### config.mk
export PLATFORM = sky130hd
export DESIGN_NAME = hazard_unit
export DESIGN_NICKNAME = d
export VERILOG_FILES = /design/src/rtl/hazard_unit.sv
export SDC_FILE = /design/constraint.sdc
export NUM_CORES = 1
export LEC_CHECK = 0
export CAP_MARGIN = 20
export CORE_UTILIZATION = 45
export CTS_CLUSTER_SIZE = 40
export DETAILED_ROUTE_END_ITERATION = 10
export PLACE_DENSITY_LB_ADDON = 0.1
export SYNTH_ARGS = -nofsm -noshare
export SYNTH_HDL_FRONTEND = slang
export SYNTH_SLANG_ARGS = --single-unit
### constraint.sdc
create_clock -name clk -period 2.7 [get_ports clk]
set_input_delay 0.54 -clock clk [delete_from_list [all_inputs] [get_ports clk]]
set_output_delay 0.54 -clock clk [all_outputs]
set_load 0.05 [all_outputs]
### src/rtl/hazard_unit.sv
// Pipeline hazard control: load-use stall, jump/branch flush, interrupt entry/exit
// with EPC capture, and saturating stall/flush event counters.
module hazard_unit #(
    parameter int CNT_W = 16
) (
    input  logic             clk,
    input  logic             reset,
    input  logic [4:0]       ID_Rs,
    input  logic [4:0]       ID_Rt,
    input  logic             ID_UsesRs,
    input  logic             ID_UsesRt,
    input  logic             ID_Valid,
    input  logic [31:0]      ID_PC_4,
    input  logic             ID_Jump,
    input  logic             ID_Eret,
    input  logic             EX_MemRd,
    input  logic [4:0]       EX_Rt,
    input  logic             EX_BranchTaken,
    input  logic             IRQ,
    output logic             PC_Hold,
    output logic [1:0]       PC_Src,
    output logic             IF_ID_Stall,
    output logic             IF_ID_Hold,
    output logic             ID_EX_Stall,
    output logic [31:0]      EPC,
    output logic             InKernel,
    output logic [CNT_W-1:0] StallCnt,
    output logic [CNT_W-1:0] FlushCnt
);

    // state | meaning
    // RUN   | normal execution, interrupts may be taken
    // KERNEL| handler running, interrupts masked until eret
    localparam logic [0:0] ST_RUN    = 1'b0;
    localparam logic [0:0] ST_KERNEL = 1'b1;

    localparam logic [1:0] SRC_PC4    = 2'b00;
    localparam logic [1:0] SRC_BRANCH = 2'b01;
    localparam logic [1:0] SRC_JUMP   = 2'b10;
    localparam logic [1:0] SRC_VECTOR = 2'b11;

    logic [0:0]       state_q, state_d;
    logic             pending_q, pending_d;
    logic             irq_d_q, irq_d_d;
    logic             armed_q, armed_d;
    logic [31:0]      epc_q, epc_d;
    logic [CNT_W-1:0] stall_cnt_q, stall_cnt_d;
    logic [CNT_W-1:0] flush_cnt_q, flush_cnt_d;

    logic load_use;
    logic take_req;
    logic irq_rise;
    logic sel_branch, sel_lu, sel_jump, sel_take;

    always_comb begin
        load_use = EX_MemRd & (EX_Rt != 5'd0) &
                   ((ID_UsesRs & (ID_Rs == EX_Rt)) | (ID_UsesRt & (ID_Rt == EX_Rt)));
        take_req = pending_q & (state_q == ST_RUN) & ID_Valid & ~ID_Eret;
        // armed_q masks the first clock after reset so a held-high IRQ is not an edge
        irq_rise = IRQ & ~irq_d_q & armed_q;

        // gating with reset forces every control output low while reset is asserted
        sel_branch = reset & EX_BranchTaken;
        sel_lu     = reset & ~EX_BranchTaken & load_use;
        sel_jump   = reset & ~EX_BranchTaken & ~load_use & ID_Jump;
        sel_take   = reset & ~EX_BranchTaken & ~load_use & ~ID_Jump & take_req;
    end

    always_comb begin
        PC_Src = SRC_PC4;
        if (sel_branch) begin
            PC_Src = SRC_BRANCH;
        end else if (sel_jump) begin
            PC_Src = SRC_JUMP;
        end else if (sel_take) begin
            PC_Src = SRC_VECTOR;
        end
        PC_Hold     = sel_lu;
        IF_ID_Hold  = sel_lu;
        IF_ID_Stall = sel_branch | sel_jump | sel_take;
        ID_EX_Stall = sel_branch | sel_lu | sel_take;
    end

    always_comb begin
        state_d   = state_q;
        epc_d     = epc_q;
        irq_d_d   = IRQ;
        armed_d   = 1'b1;
        pending_d = (pending_q & ~sel_take) | irq_rise;

        if (sel_take) begin
            state_d = ST_KERNEL;
            epc_d   = ID_PC_4 - 32'd4;
        end else if ((state_q == ST_KERNEL) & ID_Eret & ID_Valid &
                     ~EX_BranchTaken & ~load_use) begin
            state_d = ST_RUN;
        end

        stall_cnt_d = stall_cnt_q;
        if (sel_lu && (stall_cnt_q != '1)) begin
            stall_cnt_d = stall_cnt_q + CNT_W'(1);
        end
        flush_cnt_d = flush_cnt_q;
        if (IF_ID_Stall && (flush_cnt_q != '1)) begin
            flush_cnt_d = flush_cnt_q + CNT_W'(1);
        end
    end

    always_ff @(posedge clk or negedge reset) begin
        if (!reset) begin
            state_q     <= ST_RUN;
            pending_q   <= 1'b0;
            irq_d_q     <= 1'b0;
            armed_q     <= 1'b0;
            epc_q       <= 32'd0;
            stall_cnt_q <= '0;
            flush_cnt_q <= '0;
        end else begin
            state_q     <= state_d;
            pending_q   <= pending_d;
            irq_d_q     <= irq_d_d;
            armed_q     <= armed_d;
            epc_q       <= epc_d;
            stall_cnt_q <= stall_cnt_d;
            flush_cnt_q <= flush_cnt_d;
        end
    end

    assign EPC      = epc_q;
    assign InKernel = (state_q == ST_KERNEL);
    assign StallCnt = stall_cnt_q;
    assign FlushCnt = flush_cnt_q;

endmodule

==> flow_summary_export.csv, run 1 <==
group,metric,value,unit
global_routing,grt_pass1_vias,3038,
clocking,clk_latency,0.34,ns
global_routing,antenna_found_initial,0,
timing,slew_headroom,50.61,%
clocking,clock_path_buffers,2,
logic_synthesis,synth.avg_cell_area,9.857,sq um
outcome,violations,"setup timing",
pwr,pwr_density_cell,671.3,nW/um^2
layout,layout_commonest_cell,"clkdlybuf4s50_1",
place,post-dp-hpwl,6.508,mm
critical_path,crit_buf_inv,2,
clocking,cts_tree,"yes",
place,finalWeightedCongestion,0.8023,
drt,drtIter0Drc,114,
layout,layout-drive-gt1-share,14.15,%
layout,nets,579,
critical_path,worstPathRequired,2.16,ns
logic_synthesis,ys_seq_area_share,47.95,%
logic_synthesis,async_flop_share,100.0,%
logic_synthesis,synth_fp_nets,420,
pwr,vdd_drop_max,0.5876,mV
layout,diodes,0,
clocking,path_clk_slew,0.07,ns
timing,finClkSkew,0.01027,ns
critical_path,cp_max_fo,5,
timing,holdWs,0.05152,ns
pwr,leakage,2.276,nW
floorplan,die_y,90.80,um
layout,n_fill_cell,613,
clocking,cts-htree-levels,3,
drt,wl,8.585,mm
drt,remaining_drc_errors,0,
critical_path,crit_path_start_kind,"input pin",
global_routing,use_met1,26.04,%
critical_path,cpMostUsedCell,"o21a_1",
timing,setup_ws,-0.0007727,ns
layout,finalInstanceArea,5446,sq um
timing,fin_crit,2.701,ns
place,place_area,5194,sq um
global_routing,track_usage,21.92,%
global_routing,overflow,0,
timing,fin_crit_sh,100.0,%
timing,hold_violations,0,
clocking,cts-root-buf,"clkbuf_8",
job,cap_violations,0,
floorplan,dieWidth,90.80,um
drt,antenna_left,0,
place,io_buffers,127,
logic_synthesis,synth.distinct_cells,48,
drt,via_count,3063,
logic_synthesis,synth_top_flop_cell,"dfrtp_1",
critical_path,arrival,2.16,ns
drt,vias_per_cell,4.901,
global_routing,met2_usage,38.19,%
critical_path,crit_slowest_cell,"clkdlybuf4s50_1",
critical_path,cp_top_family,"compound AO/OA/AOI/OAI gates",
drt,post_drt_wl_per_cell,13.74,um
timing,tightest_slew,0.7382,ns
layout,syn2layout_area_growth,53.49,%
global_routing,grt_max_degree,38,
place,place_ws,-0.2033,ns
layout,final_cell_mix,"clkdlybuf4s50_1 (110), dfrtp_1 (68), nand2_1 (56)",
timing,maxSlewViolCount,0,
floorplan,coreArea,7687,sq um
logic_synthesis,syn_inst,360,
outcome,status,"finished with violations",
timing,setup_violations,1,
critical_path,path_cells,"clkdlybuf4s50_1, xnor2_1, nand4_1, o22a_4, o21a_1, o21a_1, buf_12",
floorplan,initial_core_util,46.16,%
min_path,hold_path_class,"input pin to asynchronous set/reset pin",
critical_path,crit_type,"input pin to primary output",
clocking,cts.sinks,68,
logic_synthesis,synth_area,3548,sq um
floorplan,rows,32,
global_routing,grt_pass1_wl,14.23,mm
critical_path,critical_path.max_stage_delay,0.47,ns
logic_synthesis,ys_ff_latch,68,
layout,fin_util,70.85,%
timing,fmax,370.3,MHz
logic_synthesis,synth-edff-count,0,
floorplan,io_pins,128,
global_routing,grt-busiest-layer,"met2",
global_routing,grt_use_met3,5.471,%
critical_path,cp-end-kind,"primary output",
floorplan,dieArea,8245,sq um
drt,first_pass_iters,4,
clocking,cts_buffers,9,
logic_synthesis,yosysWarnings,0,
[Yosys cell counts (3+ instances only)]
master	number	share of area (%)
dfrtp_1	68	48
nand2_1	58	6.1
xnor2_1	54	13
nor2_1	21	2.2
o21ai_0	20	2.8
nand3_1	14	2.0
xor2_1	14	3.5
nand4_1	12	2.1
o21ai_1	12	1.7
and3_1	10	1.8
nor3_1	10	1.4
buf_2	7	0.99
and2_1	6	1.1
inv_1	5	0.53
ha_1	3	1.1
nor4_1	3	0.53
nor4_2	3	1.1
[routing by layer]
metal  routed length [um]  part of all wire (%)  up-vias
met1                 3619                    42     1410
li1                     -                     -     1549
met3                  479                   5.6       17
met4                  182                   2.1        0
met5                    0                     0        -
met2                 4304                    50       87
[path summary, 6_finish.rpt]
check	cells past startpoint	slack, ns	endpoint	startpoint
worst min register to register	1	0.44	pending_q$_DFF_PN0_	irq_d_q$_DFF_PN0_
worst max register to register	6	0.56	StallCnt[1]$_DFFE_PN0P_	StallCnt[0]$_DFFE_PN0P_
worst min-delay path	1	0.05	FlushCnt[12]$_DFFE_PN0P_	reset
max in group asynchronous	2	1.88	StallCnt[6]$_DFFE_PN0P_	reset
worst max-delay path	7	-0.0008	IF_ID_Stall	ID_Rs[3]
min in group clk	1	0.44	pending_q$_DFF_PN0_	irq_d_q$_DFF_PN0_
[logic make-up after synthesis]
kind of cell | after synthesis | share of synthesized area (%)
simple gates | 157 | 23.13
xor+xnor | 68 | 16.78
flops | 68 | 47.95
compound gates | 43 | 7.441
buf+inv | 16 | 2.257
mux | 4 | 1.269
fa+ha+maj | 3 | 1.058
other cells | 1 | 0.1057
[sequential cells by signal (all words and copies together), names as in the netlist]
register,cells
pending_q,1
FlushCnt,16
StallCnt,16
irq_d_q,1
EPC,32
InKernel,1
armed_q,1
[final cells by class]
class | instances | area [sq um] | area share, %
well taps | 102 | 127.6 | 2.343
flip-flops and latches | 68 | 1702 | 31.24
repair buffers | 159 | 1589 | 29.18
multi-input cells | 276 | 1841 | 33.79
clock inverters | 2 | 10.01 | 0.1838
clock buffers | 13 | 158.9 | 2.918
inverters | 5 | 18.77 | 0.3446
[power breakdown]
group	total [mW]	switching [mW]	internal, mW	leakage (nW)
clock	0.730	0.354	0.376	0.0893
combinational	1.57	0.993	0.574	1.30
sequential	1.36	0.146	1.21	0.888
total	3.66	1.49	2.16	2.28
[per-stage QoR]
step	total power [mW]	std cells	TNS, ns
finish	3.656	625	-0.0007727
global route	3.836	625	-0.1646
CTS	3.693	623	0
detailed placement	2.940	606	-4.321
global placement	2.914	606	-2.854
floorplan	2.289	360	-0.009054
[what timing repair did]
action                                  CTS  global route
buffers inserted                          2             2
pin swaps                                 7             8
endpoints found under the setup margin    6             6
resized for setup                        17             8
hold buffers                              0             0
(Power assumes the default switching activity.)
==> inputs of run 2 (changes only) <==
Settings changed: TNS_END_PERCENT set to 30.
==> flow_summary_export.csv, run 2 (synthesized netlist as in run 1, its figures left out) <==
group,metric,value,unit
critical_path,r2r-end,"StallCnt[1]$_DFFE_PN0P_",
global_routing,antenna_found_initial,0,
timing,rsz0062_at_grt,"true",
critical_path,crit_slowest_cell,"clkdlybuf4s50_1",
layout,syn2layout_area_growth,55.04,%
drt,vias_per_cell,4.984,
layout,largest_register_ffs,32,
critical_path,cp-end-kind,"primary output",
pwr,p_sw,1.506,mW
critical_path,r2r_cells,6,
timing,finClkSkew,0.008658,ns
pwr,pwr-share-seq,37.0,%
pwr,p_clk_share,19.9,%
timing,setup_violations,0,
global_routing,grt_pass1_wl,15.03,mm
floorplan,dieArea,8245,sq um
pwr,leakage,2.316,nW
layout,n_fill_cell,605,
layout,diodes,0,
global_routing,track_usage,23.02,%
drt,remaining_drc_errors,0,
timing,fin_crit_sh,98.41,%
drt,wl,8.864,mm
layout,seq_area,1702,sq um
layout,final_cell_mix,"clkdlybuf4s50_1 (108), dfrtp_1 (68), nand2_1 (56)",
layout,multi_input_area,1853,sq um
critical_path,path_cells,"clkdlybuf4s50_1, xnor2_1, nand4_1, o22a_4, o21a_1, o21a_1, buf_12",
critical_path,critical_path.max_stage_delay,0.47,ns
global_routing,overflow,0,
floorplan,io_pins,128,
pwr,comb_power_share,43.1,%
global_routing,grt_max_degree,42,
clocking,clock_path_buffers,2,
clocking,cts_hold_buf,0,
clocking,cts-root-buf,"clkbuf_8",
pwr,vdd_drop_max,0.4692,mV
pwr,swShare,40.98,%
critical_path,arrival,2.12,ns
min_path,hold_path_class,"input pin to asynchronous set/reset pin",
timing,hold_violations,0,
timing,maxSlewViolCount,0,
pwr,pwr_density_cell,668.0,nW/um^2
pwr,p_int,2.169,mW
floorplan,dieWidth,90.80,um
critical_path,crit_end,"IF_ID_Stall",
critical_path,worstPathRequired,2.16,ns
timing,tightest_slew,0.7401,ns
drt,post_drt_wl_per_cell,14.05,um
layout,fin_util,71.57,%
critical_path,cpMostUsedCell,"o21a_1",
drt,antenna_left,0,
layout,nets,585,
critical_path,crit_path_start_kind,"input pin",
place,place_ws,-0.2105,ns
clocking,cts_buffers,9,
clocking,cts.sinks,68,
outcome,status,"complete, no violations",
global_routing,grt_pass1_vias,3126,
timing,fmax,376.3,MHz
clocking,path_clk_slew,0.07,ns
critical_path,cp_max_fo,5,
critical_path,crit_type,"input pin to primary output",
floorplan,die_y,90.80,um
critical_path,r2r_slack,0.54,ns
place,finalWeightedCongestion,0.8028,
drt,first_pass_iters,4,
floorplan,initial_core_util,46.16,%
floorplan,rows,32,
layout,layout-drive-gt1-share,15.50,%
clocking,cts_tree,"yes",
place,post-dp-hpwl,6.689,mm
floorplan,coreArea,7687,sq um
place,io_buffers,127,
timing,fin_crit,2.657,ns
drt,drtIter0Drc,121,
timing,setup_ws,0.04281,ns
job,cap_violations,0,
drt,via_count,3145,
clocking,cts-htree-levels,3,
layout,layout_commonest_cell,"clkdlybuf4s50_1",
clocking,clk_latency,0.34,ns
timing,slew_headroom,50.48,%
critical_path,reg2reg_from,"StallCnt[0]$_DFFE_PN0P_",
critical_path,crit_start,"ID_Rt[2]",
run 2: cell types whose count changed in the layout (fill, tap and decap cells not counted), moves of 2 or more:
cell / change
buf_4: +7
buf_6: -2
clkdlybuf4s50_1: -2
dlygate4sd2_1: +4
xnor2_1: -2
xnor2_2: +2
run 2: layer usage:
| metal | vias up | part of all wire, % | global-route usage [%] |
|---|---|---|---|
| met1 | 1491 | 42 | 27.35 |
| met2 | 81 | 51 | 40.85 |
| met3 | 9 | 5.4 | 5.724 |
| li1 | 1564 | - | - |
| met4 | 0 | 1.4 | 7.143 |
| met5 | - | 0 | 0 |
run 2: what timing repair did:
item,in CTS,in global routing
resized for setup,20,5
setup endpoints to repair,6,24
gates cloned,0,0
pin swaps,11,8
buffers inserted,9,3
run 2: layout make-up:
type | instances | share of cell area [%]
Sequential cell | 68 | 30.93
Tap cell | 102 | 2.320
Inverter | 5 | 0.3411
Timing Repair Buffer | 165 | 29.66
Multi-Input combinational cell | 276 | 33.68
Clock inverter | 2 | 0.1819
Clock buffer | 13 | 2.888
run 2: worst min-delay path by stage:
| stage | slack (ns) | end | cells past startpoint | startpoint |
|---|---|---|---|---|
| 6_report | 0.24 | EPC[6]$_DFFE_PN0P_ | 2 | reset |
| 5_1_grt | 0.26 | EPC[6]$_DFFE_PN0P_ | 2 | reset |
| 4_1_cts | 0.24 | EPC[4]$_DFFE_PN0P_ | 2 | reset |
| 3_5_place_dp | 0.44 | pending_q$_DFF_PN0_ | 1 | irq_d_q$_DFF_PN0_ |
| 3_3_place_gp | 0.42 | pending_q$_DFF_PN0_ | 1 | irq_d_q$_DFF_PN0_ |
| 2_1_floorplan | 0.24 | EPC[0]$_DFFE_PN0P_ | 0 | reset |
run 2: per-stage QoR:
stage / power [mW] / cell area [sq um] / hold WS [ns] / std cells / TNS, ns
2_1_floorplan: 2.288 / 3553 / 0.2444 / 360 / -0.4056
3_3_place_gp: 2.913 / 5186 / 0.4211 / 604 / -2.663
3_5_place_dp: 2.949 / 5186 / 0.4378 / 604 / -5.748
4_1_cts: 3.704 / 5450 / 0.2428 / 628 / 0
5_1_grt: 3.847 / 5502 / 0.2563 / 631 / -0.04651
6_report: 3.675 / 5502 / 0.2390 / 631 / 0
run 2: power groups by stage:
stage / Combinational [mW] / Clock (mW) / Sequential (mW)
CTS: 1.59 / 0.755 / 1.36
global route: 1.66 / 0.799 / 1.39
finish: 1.58 / 0.732 / 1.36
floorplan: 0.261 / 0 / 2.03
global placement: 1.55 / 0 / 1.37
detailed placement: 1.57 / 0 / 1.38
run 2: worst max-delay path, delay by kind of cell:
kind                      cells  cell delay (ns)
AOI/OAI and AO/OA             3             0.69
xor gates and xnor gates      1             0.12
buffers and inverters         2             0.62
and+or+nand+nor               1             0.14
